File: src/rtl/montgomery_top.sv
// -----------------------------------------------------------------------------
// montgomery_top
// Fully pipelined Montgomery multiplier for the Kyber modulus q = 3329 with
// radix R = 2^12.  It computes r = a*b*R^-1 mod q, fully reduced.  One operand
// pair can be accepted per clock, and results return in issue order exactly
// four clocks after the sampling edge.
//
// Ports
//   clk    in   rising-edge clock
//   rst_n  in   asynchronous active-low reset
//   en     in   operand valid; a/b are sampled on every edge where en=1
//   a      in   [11:0] multiplicand, expected in [0, Q-1]
//   b      in   [11:0] multiplier,   expected in [0, Q-1]
//   busy   out  high while any accepted operation is still in flight
//   done   out  one-cycle result strobe, one per accepted operation
//   r      out  [11:0] result a*b*2^-12 mod Q
// -----------------------------------------------------------------------------
module montgomery_top #(
    parameter logic [11:0] Q      = 12'd3329,
    parameter logic [11:0] QPRIME = 12'd3327   // -Q^-1 mod 2^12
) (
    input  logic        clk,
    input  logic        rst_n,
    input  logic        en,
    input  logic [11:0] a,
    input  logic [11:0] b,
    output logic        busy,
    output logic        done,
    output logic [11:0] r
);

    // Register layers between the sampling edge and the result:
    // operand capture, product T, (T, m), u, reduced r.
    localparam int LAT = 4;

    // Stage-valid shift register; bit LAT is the result-valid strobe.
    logic [LAT:0] r_vld;
    logic         r_busy;

    // Operand capture
    logic [11:0]  r_a;
    logic [11:0]  r_b;
    // S1: full product
    logic [23:0]  r_t1;
    // S2: product carried forward plus REDC quotient m
    logic [23:0]  r_t2;
    logic [11:0]  r_m2;
    // S3: u = (T + m*Q) >> 12, always < 2Q for in-range operands
    logic [12:0]  r_u3;
    // S4: fully reduced result
    logic [11:0]  r_res;

    logic [23:0]  w_prod;
    logic [23:0]  w_mprod;
    logic [11:0]  w_m;
    logic [23:0]  w_mq;
    logic [24:0]  w_sum;
    logic [12:0]  w_u;
    logic [13:0]  w_diff;
    logic [11:0]  w_res;

    assign w_prod  = {12'd0, r_a} * {12'd0, r_b};

    // Only the low 12 bits of T matter for m, and m is taken mod 2^12.
    assign w_mprod = {12'd0, r_t1[11:0]} * {12'd0, QPRIME};
    assign w_m     = w_mprod[11:0];

    // m was chosen so that T + m*Q is divisible by 2^12; the low bits of the
    // sum are zero and are simply dropped.
    assign w_mq    = {12'd0, r_m2} * {12'd0, Q};
    assign w_sum   = {1'b0, r_t2} + {1'b0, w_mq};
    assign w_u     = w_sum[24:12];

    // Single conditional subtraction; a borrow (bit 13) means u < Q.
    assign w_diff  = {1'b0, r_u3} - {2'b00, Q};
    assign w_res   = w_diff[13] ? r_u3[11:0] : w_diff[11:0];

    always_ff @(posedge clk or negedge rst_n) begin
        if (!rst_n) begin
            r_vld  <= '0;
            r_busy <= 1'b0;
        end else begin
            r_vld  <= {r_vld[LAT-1:0], en};
            // Registered form of "any stage valid": built from the next-state
            // of the valid bits so busy rises right after the first accept
            // and falls right after the last done.
            r_busy <= en | (|r_vld[LAT-1:0]);
        end
    end

    always_ff @(posedge clk or negedge rst_n) begin
        if (!rst_n) begin
            r_a   <= '0;
            r_b   <= '0;
            r_t1  <= '0;
            r_t2  <= '0;
            r_m2  <= '0;
            r_u3  <= '0;
            r_res <= '0;
        end else begin
            if (en) begin
                r_a <= a;
                r_b <= b;
            end
            r_t1 <= w_prod;
            r_t2 <= r_t1;
            r_m2 <= w_m;
            r_u3 <= w_u;
            // Output holds its last value between results.
            if (r_vld[LAT-1]) begin
                r_res <= w_res;
            end
        end
    end

    assign busy = r_busy;
    assign done = r_vld[LAT];
    assign r    = r_res;

endmodule

File: config.mk
export PLATFORM = sky130hd
export DESIGN_NAME = montgomery_top
export DESIGN_NICKNAME = d
export VERILOG_FILES = /design/src/rtl/montgomery_top.sv
export SDC_FILE = /design/constraint.sdc
export NUM_CORES = 1
export LEC_CHECK = 0
export CAP_MARGIN = 10
export CORE_MARGIN = 1
export CORE_UTILIZATION = 40
export DETAILED_ROUTE_END_ITERATION = 12
export DONT_BUFFER_PORTS = 1
export PLACE_DENSITY = 0.54
export SYNTH_ARGS = -nofsm -noshare
export SYNTH_HDL_FRONTEND = slang
export SYNTH_SLANG_ARGS = --single-unit
File: constraint.sdc
create_clock -name clk -period 11.6 [get_ports clk]
set_clock_uncertainty 0.1 [all_clocks]
set_input_delay 1.74 -clock clk [delete_from_list [all_inputs] [get_ports clk]]
set_output_delay 1.74 -clock clk [all_outputs]
set_load 0.01 [all_outputs]
# --- Word level (Yosys, flattened, before mapping) ---
# Index checks and enable logic that the tools add are counted.
op_classes:
  n_mul: 3
  n_reduce_logical: 1
  n_addsub: 2
  n_mux: 1
  bitwise_logic: 1
op_table:
  columns: ["operator", "n"]
  rows:
  - ["24-bit by 24-bit adder with 25-bit output", 1]
  - ["12-bit by 12-bit multiplier with 24-bit output", 1]
  - ["12-bit by 12-bit multiplier with 24-bit output (second input constant)", 1]
  - ["13-bit by 12-bit subtractor with 14-bit output (second input constant)", 1]
  - ["12-bit by 11-bit multiplier with 12-bit output (second input constant)", 1]
  - ["12-bit two-way mux", 1]
  - ["4-bit OR reduction", 1]
  - ["1-bit bitwise OR", 1]
word_totals:
  word_cells: 17
  input_bits: 27
  register_bits: 115
  out_inout_bits: 14

# --- Depth between registers and ports, before layout ---
# Gate-level depths: netlist (run 1).
depth:
  ltp_word: 2
  ltp_mapped: 19

# --- Least setup slack after synthesis (run 1) ---
# No wires, ideal clock.
synth_timing:
  path_kind: "reg2reg"
  from: "register r_b[5]"
  to: "register r_t1[17]"
  path_stages_with_launch: 18
  setup_slack_ps: 6419
  synth_period_minus_slack_ps: 5181
  required_time_ps: 11420
  arrival_time_ps: 5001
  path_cell_list: "dfrtp_1 clkbuf_1 nand2_1 fa_1 fa_1 fa_1 inv_1 fa_1 inv_1 fa_1 inv_1 ha_1 a2111oi_0 o21ai_0 a41oi_1 o31ai_1 a21oi_1 xnor2_1"
synth_via:
  elab_chain_len: 1
synth_lines:
  columns: ["element", "line", "text"]
  rows:
  - ["from (decl)", "42", "logic [11:0] r_b;"]
  - ["from (signal assigned)", "94", "r_b <= '0;"]
  - ["from (signal assigned)", "103", "r_b <= b;"]
  - ["12-bit by 12-bit multiplier with 24-bit output", "62", "assign w_prod = {12'd0, r_a} * {12'd0, r_b};"]
  - ["named net w_prod[17]", "53", "logic [23:0] w_prod;"]
  - ["to (signal assigned)", "105", "r_t1 <= w_prod;"]
  - ["to (decl)", "44", "logic [23:0] r_t1;"]
# The timed path passes the listed nets, and every way through them passes these cells.
# A chain may end at the register's enable or synchronous reset.

# --- Final worst setup path (run 1) ---
layout_timing:
  from: "register r_a[5]"
  to: "register r_t1[23]"
layout_via:
  elab_chain_len: 1
layout_lines:
  columns: ["element", "line", "text"]
  rows:
  - ["from (decl)", "41", "logic [11:0] r_a;"]
  - ["from (signal assigned)", "93", "r_a <= '0;"]
  - ["from (signal assigned)", "102", "r_a <= a;"]
  - ["12-bit by 12-bit multiplier with 24-bit output", "62", null]
  - ["named net w_prod[23]", "53", null]
# The timed path passes the listed nets, and every way through them passes these cells.

==> metrics.md, run 1 <==
| Metric | Value |
|---|---|
| First-pass iteration count of the detailed router | 4 |
| Global Route Usage Sum | 0.164 |
| First-pass GRT wire length | between 40 and 50 mm |
| RSZ-0062 raised after global routing | false |
| Ratio of cells with drive above 1 in the final layout | 0.0468 |
| Commonest non-fill, non-tap cells in the layout | inv_1 (312), ha_1 (186), fa_1 (156) |
| Register area share after synthesis | 0.232 |
| Die width | 177 µm |
| CTS hold repair buffers | 0 |
| Largest family of logic cells by synthesized area | adder cells |
| Crit-path most repeated cell | fa_1 |
| Post-route ant nets | 0 |
| # setup viols final | 0 |
| Global placement routability congestion | roughly 0.80 |
| Area contributors post-synth | fa_1 (25%), dfrtp_1 (23%), ha_1 (19%) |
| Crit path DAT | between 6 and 7 ns |
| Layout Nets | 1597 |
| Max Freq | ~170 MHz |
| Slew at the pin with the worst max-slew slack | 0.716 ns |
| Detailed Route WL | 23.1 mm |
| Area Overhead vs Synth | 7.55% |
| Rows | 63 |
| Starting Density | 0.411 |
| HPWL Detailed | 18.9 mm |
| Fill cells | 2854 |
| CTS buffer count | 17 |
| Netlist cell types | 54 |
| R2r setup slk | 5.84 ns |
| Chip Height | 177 µm |
| Root buffer cell | clkbuf_16 |
| Setup TNS | 0 ns |
| Worst r2r dst | r_t1[23] |
| Status | finished clean |
| Cell area after synthesis | 0.0123 mm² |
| RR Startpoint | r_a[5] |
| CTS tree | done |
| Clock buffer depth | 2 |
| Slowest stage cell on the critical path | dfrtp_1 |
| Commonest non-fill, non-tap cell in the layout | inv_1 |
| Clock slew at reported path FFs | about 0.06 ns |
| FF-to-FF path depth | 16 |
| Wirelength per Cell | 14.2 µm |
| Worst slew margin relative to its limit | 0.523 |
| Hold slack | approximately 0.24 ns |
| Syn_nets | about 1600 |
| Post-synth EDFFs | 0 |
| WHS Endpoint | r_t2[13] |
| Initial antenna violation count | 0 |
| Post-CTS Resized | 0 |
| I/O Buffers | 0 |
| CTS H-Tree Depth | 4 |
| Clock Latency Late Sink | 0.43 ns |
| DP Area | 0.0126 mm² |
| Vias per Instance | 4.73 |
| Vias in the first global route | 8356 |
| Final min period | 5.76 ns |
| Max-cap viol count | 0 |
| Primary FF master, synth | dfrtp_1 |
| Worst path cell trace | nand2_1, fa_1, fa_1, fa_1, inv_1, fa_1, inv_1, fa_1, inv_1, ha_1, a2111oi_0, o21ai_0, a41oi_1, nor3_1, a31oi_1, xnor2_1 |
| Slowest stage delay, CP | about 0.61 ns |
| Critical Path RT | 11.85 ns |
| Yosys top cell by area | fa_1 |
| Worst min path class | reg -> reg |
| Crit path kind | reg -> reg |
| Critical Path Sink Type | flip-flop |
| Clk sink count | 114 |
| Synth Area in Compound Gates | 0.0597 |
| Simple-Gate Fraction of Synth Area | 0.0951 |
| Syn Inst Count | 1241 |
| Initial DRC count | 272 |
| Number of synthesis warnings | 0 |
| Period utilization | 0.497 |
| GR Overflow Total | 0 |
| Max Slew Vio Count | 0 |
| Hold path depth | 0 |
| Post-CTS setup buffers | 0 |
| HP Start | r_t1[13] |
| Top-area cell type share of the netlist area | 0.254 |
| Antenna Cells | 0 |
| Drc violations | 0 |
| Post-synthesis async set-or-reset flop share | 1.00 |
| IO Pins | a little over 40 |
| DIE AREA | 0.0314 mm² |
| DR vias | 7710 |
| FF+latch count, synth | 114 |
| Core Footprint | 0.0299 mm² |
| Cell area after layout | 0.0132 mm² |
| XOR/XNOR Fraction of Synth Area | 0.0393 |
| Average size of a mapped cell | between 9 and 10 µm² |
| Largest net degree at the start of global routing | roughly 120 |
| Adder-Cell Fraction of Synth Area | 0.444 |
| Startpoint class of the critical path | flip-flop |
| Hold Vio Cnt, Final | 0 |
| Post-synthesis mux area share | 0.0238 |
| CP Max Fanout | 13 |
-- metal layers --
| metal | share of wire | vias up | track usage | wire, µm |
|---|---|---|---|---|
| li1 | - | 3807 | - | - |
| met1 | 0.47 | 3795 | 0.208 | 10900 |
| met2 | 0.49 | 80 | 0.280 | 11300 |
| met3 | 0.024 | 28 | 0.0294 | 549 |
| met4 | 0.017 | 0 | 0.0532 | 396 |
| met5 | 0 | - | 0 | 0 |
-- through the flow --
step / util / setup slack, ns / std cells
floorplan: - / 6.42 / 1241
global placement: 0.423 / 6.06 / 1599
detailed placement: 0.423 / 5.86 / 1599
CTS: 0.442 / 5.83 / 1630
global route: 0.442 / 5.57 / 1630
finish: 0.442 / 5.84 / 1630
-- cell families (layout without fill, tap and decap cells) --
group                    count (synthesis)  in the layout
multiplexers                            26             26
flip-flops                             114            114
XOR/XNOR                                55             55
AO/OA/AOI/OAI                          113            113
buffers and inverters                  344            343
adder cells (fa/ha/maj)                342            342
AND/OR/NAND/NOR                        247            247
-- synth_stat cells (2+ instances only) --
cell type    n
o21a_1       5
clkbuf_1    31
nand4_1      5
dfrtp_1    114
a21o_1       7
o211ai_1     5
o21ai_0     19
a21oi_1     41
inv_1      312
xnor2_1     47
ha_1       186
and3_1       5
a31oi_1      3
a22oi_1      2
nor2_1      34
nor3_1       8
fa_1       156
nand2_1    114
nand3_1      6
xor2_1       8
nor2b_1      6
a211oi_1     5
and2_1      45
o21bai_1     2
a21boi_0     3
mux2_2      25
o31a_1       2
nand2b_1     8
o31ai_1      4
or3_1        9
-- critical path, delay by kind of cell, from the launching register on --
| kind | cells | cell delay (ns) |
|---|---|---|
| flip-flops | 1 | 0.61 |
| XOR/XNOR | 1 | 0.13 |
| adder cells (fa/ha/maj) | 6 | 2.99 |
| AO/OA/AOI/OAI | 4 | 1.41 |
| buffers and inverters | 3 | 0.16 |
| AND/OR/NAND/NOR | 2 | 0.29 |
-- worst max-delay path by stage --
stage	start	to	slack, ns
2_1_floorplan	r_b[5]	r_t1[17]	6.42
3_3_place_gp	r_a[5]	r_t1[23]	6.06
3_5_place_dp	r_a[5]	r_t1[23]	5.86
4_1_cts	r_a[5]	r_t1[23]	5.83
5_1_grt	r_a[5]	r_t1[23]	5.57
6_report	r_a[5]	r_t1[23]	5.84
-- area by class of cell --
| class | instances | area (µm²) | area share |
|---|---|---|---|
| Multi-Input combinational cell | 783 | 8120 | 0.616 |
| Sequential cell | 114 | 2850 | 0.216 |
| Inverter | 312 | 1170 | 0.0887 |
| Tap cell | 390 | 488 | 0.0370 |
| Clock buffer | 22 | 454 | 0.0344 |
| Clock inverter | 9 | 108 | 0.00815 |
-- flip-flops by register name, indices dropped and copies added, names as in the netlist --
signal,cells
r_t1,24
r_t2,23
r_u3,13
r,12
r_a,12
r_b,12
r_m2,12
r_vld,5
busy,1
Power of run 1 is left out: the tool's default activity adds up to more than one toggle a clock period on the data nets, which glitch-free logic cannot reach.
==> run 2, diff against run 1 <==
Settings changed: ABC_AREA set to 1, PLACE_DENSITY 0.54 to 0.56.
Clock period 11.6 ns to 4.95 ns, I/O delays scaled along.
==> metrics.md, run 2 <==
| Metric | Value |
|---|---|
| Commonest non-fill, non-tap cell in the layout | inv_1 (unchanged) |
| I/O Buffers | 0 (unchanged) |
| Most Crowded Layer GR | met2 (unchanged) |
| Largest net degree at the start of global routing | 115 (unchanged) |
| CTS H-Tree Depth | 4 (unchanged) |
| Max Freq | 211 MHz (was 173 MHz) |
| Critical Path Sink | r_t1[21] (was r_t1[23]) |
| Average size of a mapped cell | 8.53 µm² (was 9.89 µm²) |
| Met3 Track Usage GR | 0.0294 (about the same) |
| Top-area cell type share of the netlist area | 0.239 (was 0.254) |
| Status | finished clean (unchanged) |
| Vias in the first global route | 9995 (was 8356) |
| Period utilization | 0.958 (was 0.497) |
| Starting Density | 0.411 (about the same) |
| Rows | 65 (was 63) |
| CTS tree | done (unchanged) |
| DP Area | 0.0137 mm² (was 0.0126 mm²) |
| Placement Setup Slack | 0.00160 ns (was 5.86 ns) |
| HPWL Detailed | 23.1 mm (was 18.9 mm) |
| Cell area after layout | 0.0144 mm² (was 0.0132 mm²) |
| Crit path kind | reg -> reg (unchanged) |
| Primary FF master, synth | dfrtp_1 (unchanged) |
| R2r setup slk | 0.21 ns (was 5.84 ns) |
| DR vias | 9389 (was 7710) |
| Syn_nets | 1904 (was 1610) |
| Largest register FFs | 24 (unchanged) |
| Max Slew Vio Count | 0 (unchanged) |
| Clock slew at reported path FFs | 0.06 ns (about the same) |
| Area contributors post-synth | fa_1 (24%), dfrtp_1 (22%), ha_1 (18%) (was fa_1 (25%), dfrtp_1 (23%), ha_1 (19%)) |
| Wirelength per Cell | 13.8 µm (was 14.2 µm) |
| IO Pins | 41 (unchanged) |
| Syn Inst Count | 1535 (was 1241) |
| First-pass GRT wire length | 48.4 mm (was 40.3 mm) |
| Clk sink count | 114 (unchanged) |
| Met1 GRT Util | 0.224 (was 0.208) |
| # setup viols final | 0 (unchanged) |
| Critical Path RT | 5.16 ns (was 11.85 ns) |
| Area Overhead vs Synth | 10.1% (was 7.55%) |
| Yosys top cell by area | fa_1 (unchanged) |
| Vias per Instance | 4.69 (was 4.73) |
| Final min period | 4.74 ns (was 5.76 ns) |
| Crit path DAT | 4.95 ns (was 6.02 ns) |
| DIE AREA | 0.0334 mm² (was 0.0314 mm²) |
| Crit. Startpoint | r_b[5] (was r_a[5]) |
| Number of synthesis warnings | 0 (unchanged) |
| Hold Vio Cnt, Final | 0 (unchanged) |
| First-pass iteration count of the detailed router | 5 (was 4) |
| Slew at the pin with the worst max-slew slack | 0.604 ns (was 0.716 ns) |
| Startpoint class of the critical path | flip-flop (unchanged) |
| Count leader, synth | inv_1 (unchanged) |
| Initial DRC count | 430 (was 272) |
| Max-cap viol count | 0 (unchanged) |
| Synth top cells by count | inv_1 (402), nand2_1 (335), ha_1 (186) (was inv_1 (312), ha_1 (186), fa_1 (156)) |
| Root buffer cell | clkbuf_16 (unchanged) |
| Critical Path Sink Type | flip-flop (unchanged) |
| RR Startpoint | r_b[5] (was r_a[5]) |
| Post-synthesis async set-or-reset flop share | 1.00 (unchanged) |
| RSZ-0062 raised after global routing | true (was false) |
| Clock buffer depth | 2 (unchanged) |
| Post-synth EDFFs | 0 (unchanged) |
| Commonest non-fill, non-tap cells in the layout | inv_1 (402), nand2_1 (335), ha_1 (184) (was inv_1 (312), ha_1 (186), fa_1 (156)) |
| Core Footprint | 0.0319 mm² (was 0.0299 mm²) |
| Antenna Cells | 0 (unchanged) |
| Chip Height | 183 µm (was 177 µm) |
| FF-to-FF path depth | 18 (was 16) |
| Worst slew margin relative to its limit | 0.598 (was 0.523) |
| Worst r2r dst | r_t1[21] (was r_t1[23]) |
| Setup WS post-layout | 0.207 ns (was 5.84 ns) |
| Worst min path class | in -> async (was reg -> reg) |
| CTS buffer count | 17 (unchanged) |
| FF+latch count, synth | 114 (unchanged) |
| Post-route ant nets | 0 (unchanged) |
| Met2 Use GR | 0.328 (was 0.280) |
| Netlist cell types | 31 (was 54) |
| Die width | 183 µm (was 177 µm) |
| Initial antenna violation count | 0 (unchanged) |
| Register area share after synthesis | 0.218 (was 0.232) |
| Cell area after synthesis | 0.0131 mm² (was 0.0123 mm²) |
| Global placement routability congestion | 0.876 (was 0.801) |
| Largest Register | r_t1 (unchanged) |
| CP Max Fanout | 9 (was 13) |
| Layout Nets | 1925 (was 1597) |
| Largest regs | r_t1: 24 flops, r_t2: 23 flops, r_u3: 13 flops (unchanged) |
| Drc violations | 0 (unchanged) |
| Detailed Route WL | 27.7 mm (was 23.1 mm) |
| Clock Latency Late Sink | 0.42 ns (was 0.43 ns) |
| Global Route Usage Sum | 0.182 (was 0.164) |
| Ratio of cells with drive above 1 in the final layout | 0.0727 (was 0.0468) |
| GR Overflow Total | 0 (unchanged) |
## run 2: cell types whose count changed in the layout (fill, tap and decap cells not counted), sizes merged, moves of 15 or more
| cell | previous run | this run |
|---|---|---|
| o21ai | 20 | 35 |
| nand3 | 6 | 48 |
| nand2 | 114 | 335 |
| xnor2 | 47 | 12 |
| nor2 | 34 | 58 |
| and2 | 45 | 2 |
| inv | 313 | 405 |
| buf | 0 | 33 |
| xor2 | 8 | 30 |
## run 2: worst min path at each step
stage	start	endpoint	slack, ns	cells after the start
6_report	rst_n	r_t2[1]	0.13	1
3_3_place_gp	r_t1[15]	r_t2[15]	0.23	0
5_1_grt	rst_n	r_t2[2]	0.17	1
2_1_floorplan	r_t1[12]	r_t2[12]	0.23	0
3_5_place_dp	r_t1[18]	r_t2[18]	0.24	0
4_1_cts	rst_n	r_t2[3]	0.18	1
## run 2: per-layer routing
metal,up-vias,wire length (µm),share of wire
met3,26,822,0.030
met5,-,0,0
met2,135,14000,0.51
li1,4670,-,-
met1,4558,12500,0.45
met4,0,374,0.014
## run 2: stage by stage
stage,utilization,std cells,hold slack [ns],setup TNS [ns]
after floorplan,-,1535,0.231,0
after global placement,0.428,1960,0.232,0
after detailed placement,0.428,1960,0.237,0
after CTS,0.447,1993,0.182,0
after global routing,0.452,2004,0.168,-0.0608
final,0.452,2004,0.135,0
## run 2: critical path: stages (launching register included)
cell and delay, ns:
dfrtp_2 0.47, buf_4 0.16, nand2_1 0.07, fa_1 0.48
fa_1 0.50, inv_1 0.04, ha_1 0.30, fa_1 0.53
inv_1 0.05, fa_1 0.52, inv_1 0.04, ha_1 0.37
a21oi_1 0.32, o21ai_0 0.13, and2_1 0.16, o21ai_1 0.17
nand3_1 0.09, nand2_1 0.06, nand2_1 0.04
## run 2: final cells by class
cell class	count	area (µm²)
fillers	3202	17500
multi-input cells	987	8630
flip-flops and latches	114	2870
inverters	403	1510
well taps	435	544
clock buffers	20	447
repair buffers	33	268
clock inverters	12	133
## run 2: cell families (layout without fill, tap and decap cells)
family	count (synthesis)	after routing	synth area share
xor gates and xnor gates	42	42	0.0281
muxes	24	24	0.0207
buffers and inverters	434	468	0.126
adders and majority gates	342	342	0.416
and+or+nand+nor	469	469	0.145
DFF	114	114	0.218
AOI/OAI and AO/OA	110	110	0.0463
## run 2: timing repair
action / in CTS / in global routing
endpoints found under the hold margin: 114 / 0
buffers inserted: 0 / 11
resized for setup: 1 / 23
endpoints found under the setup margin: 1 / 12
pin swaps: 0 / 1
hold buffers: 1 / 0
Power of run 2 is left out for the same reason.
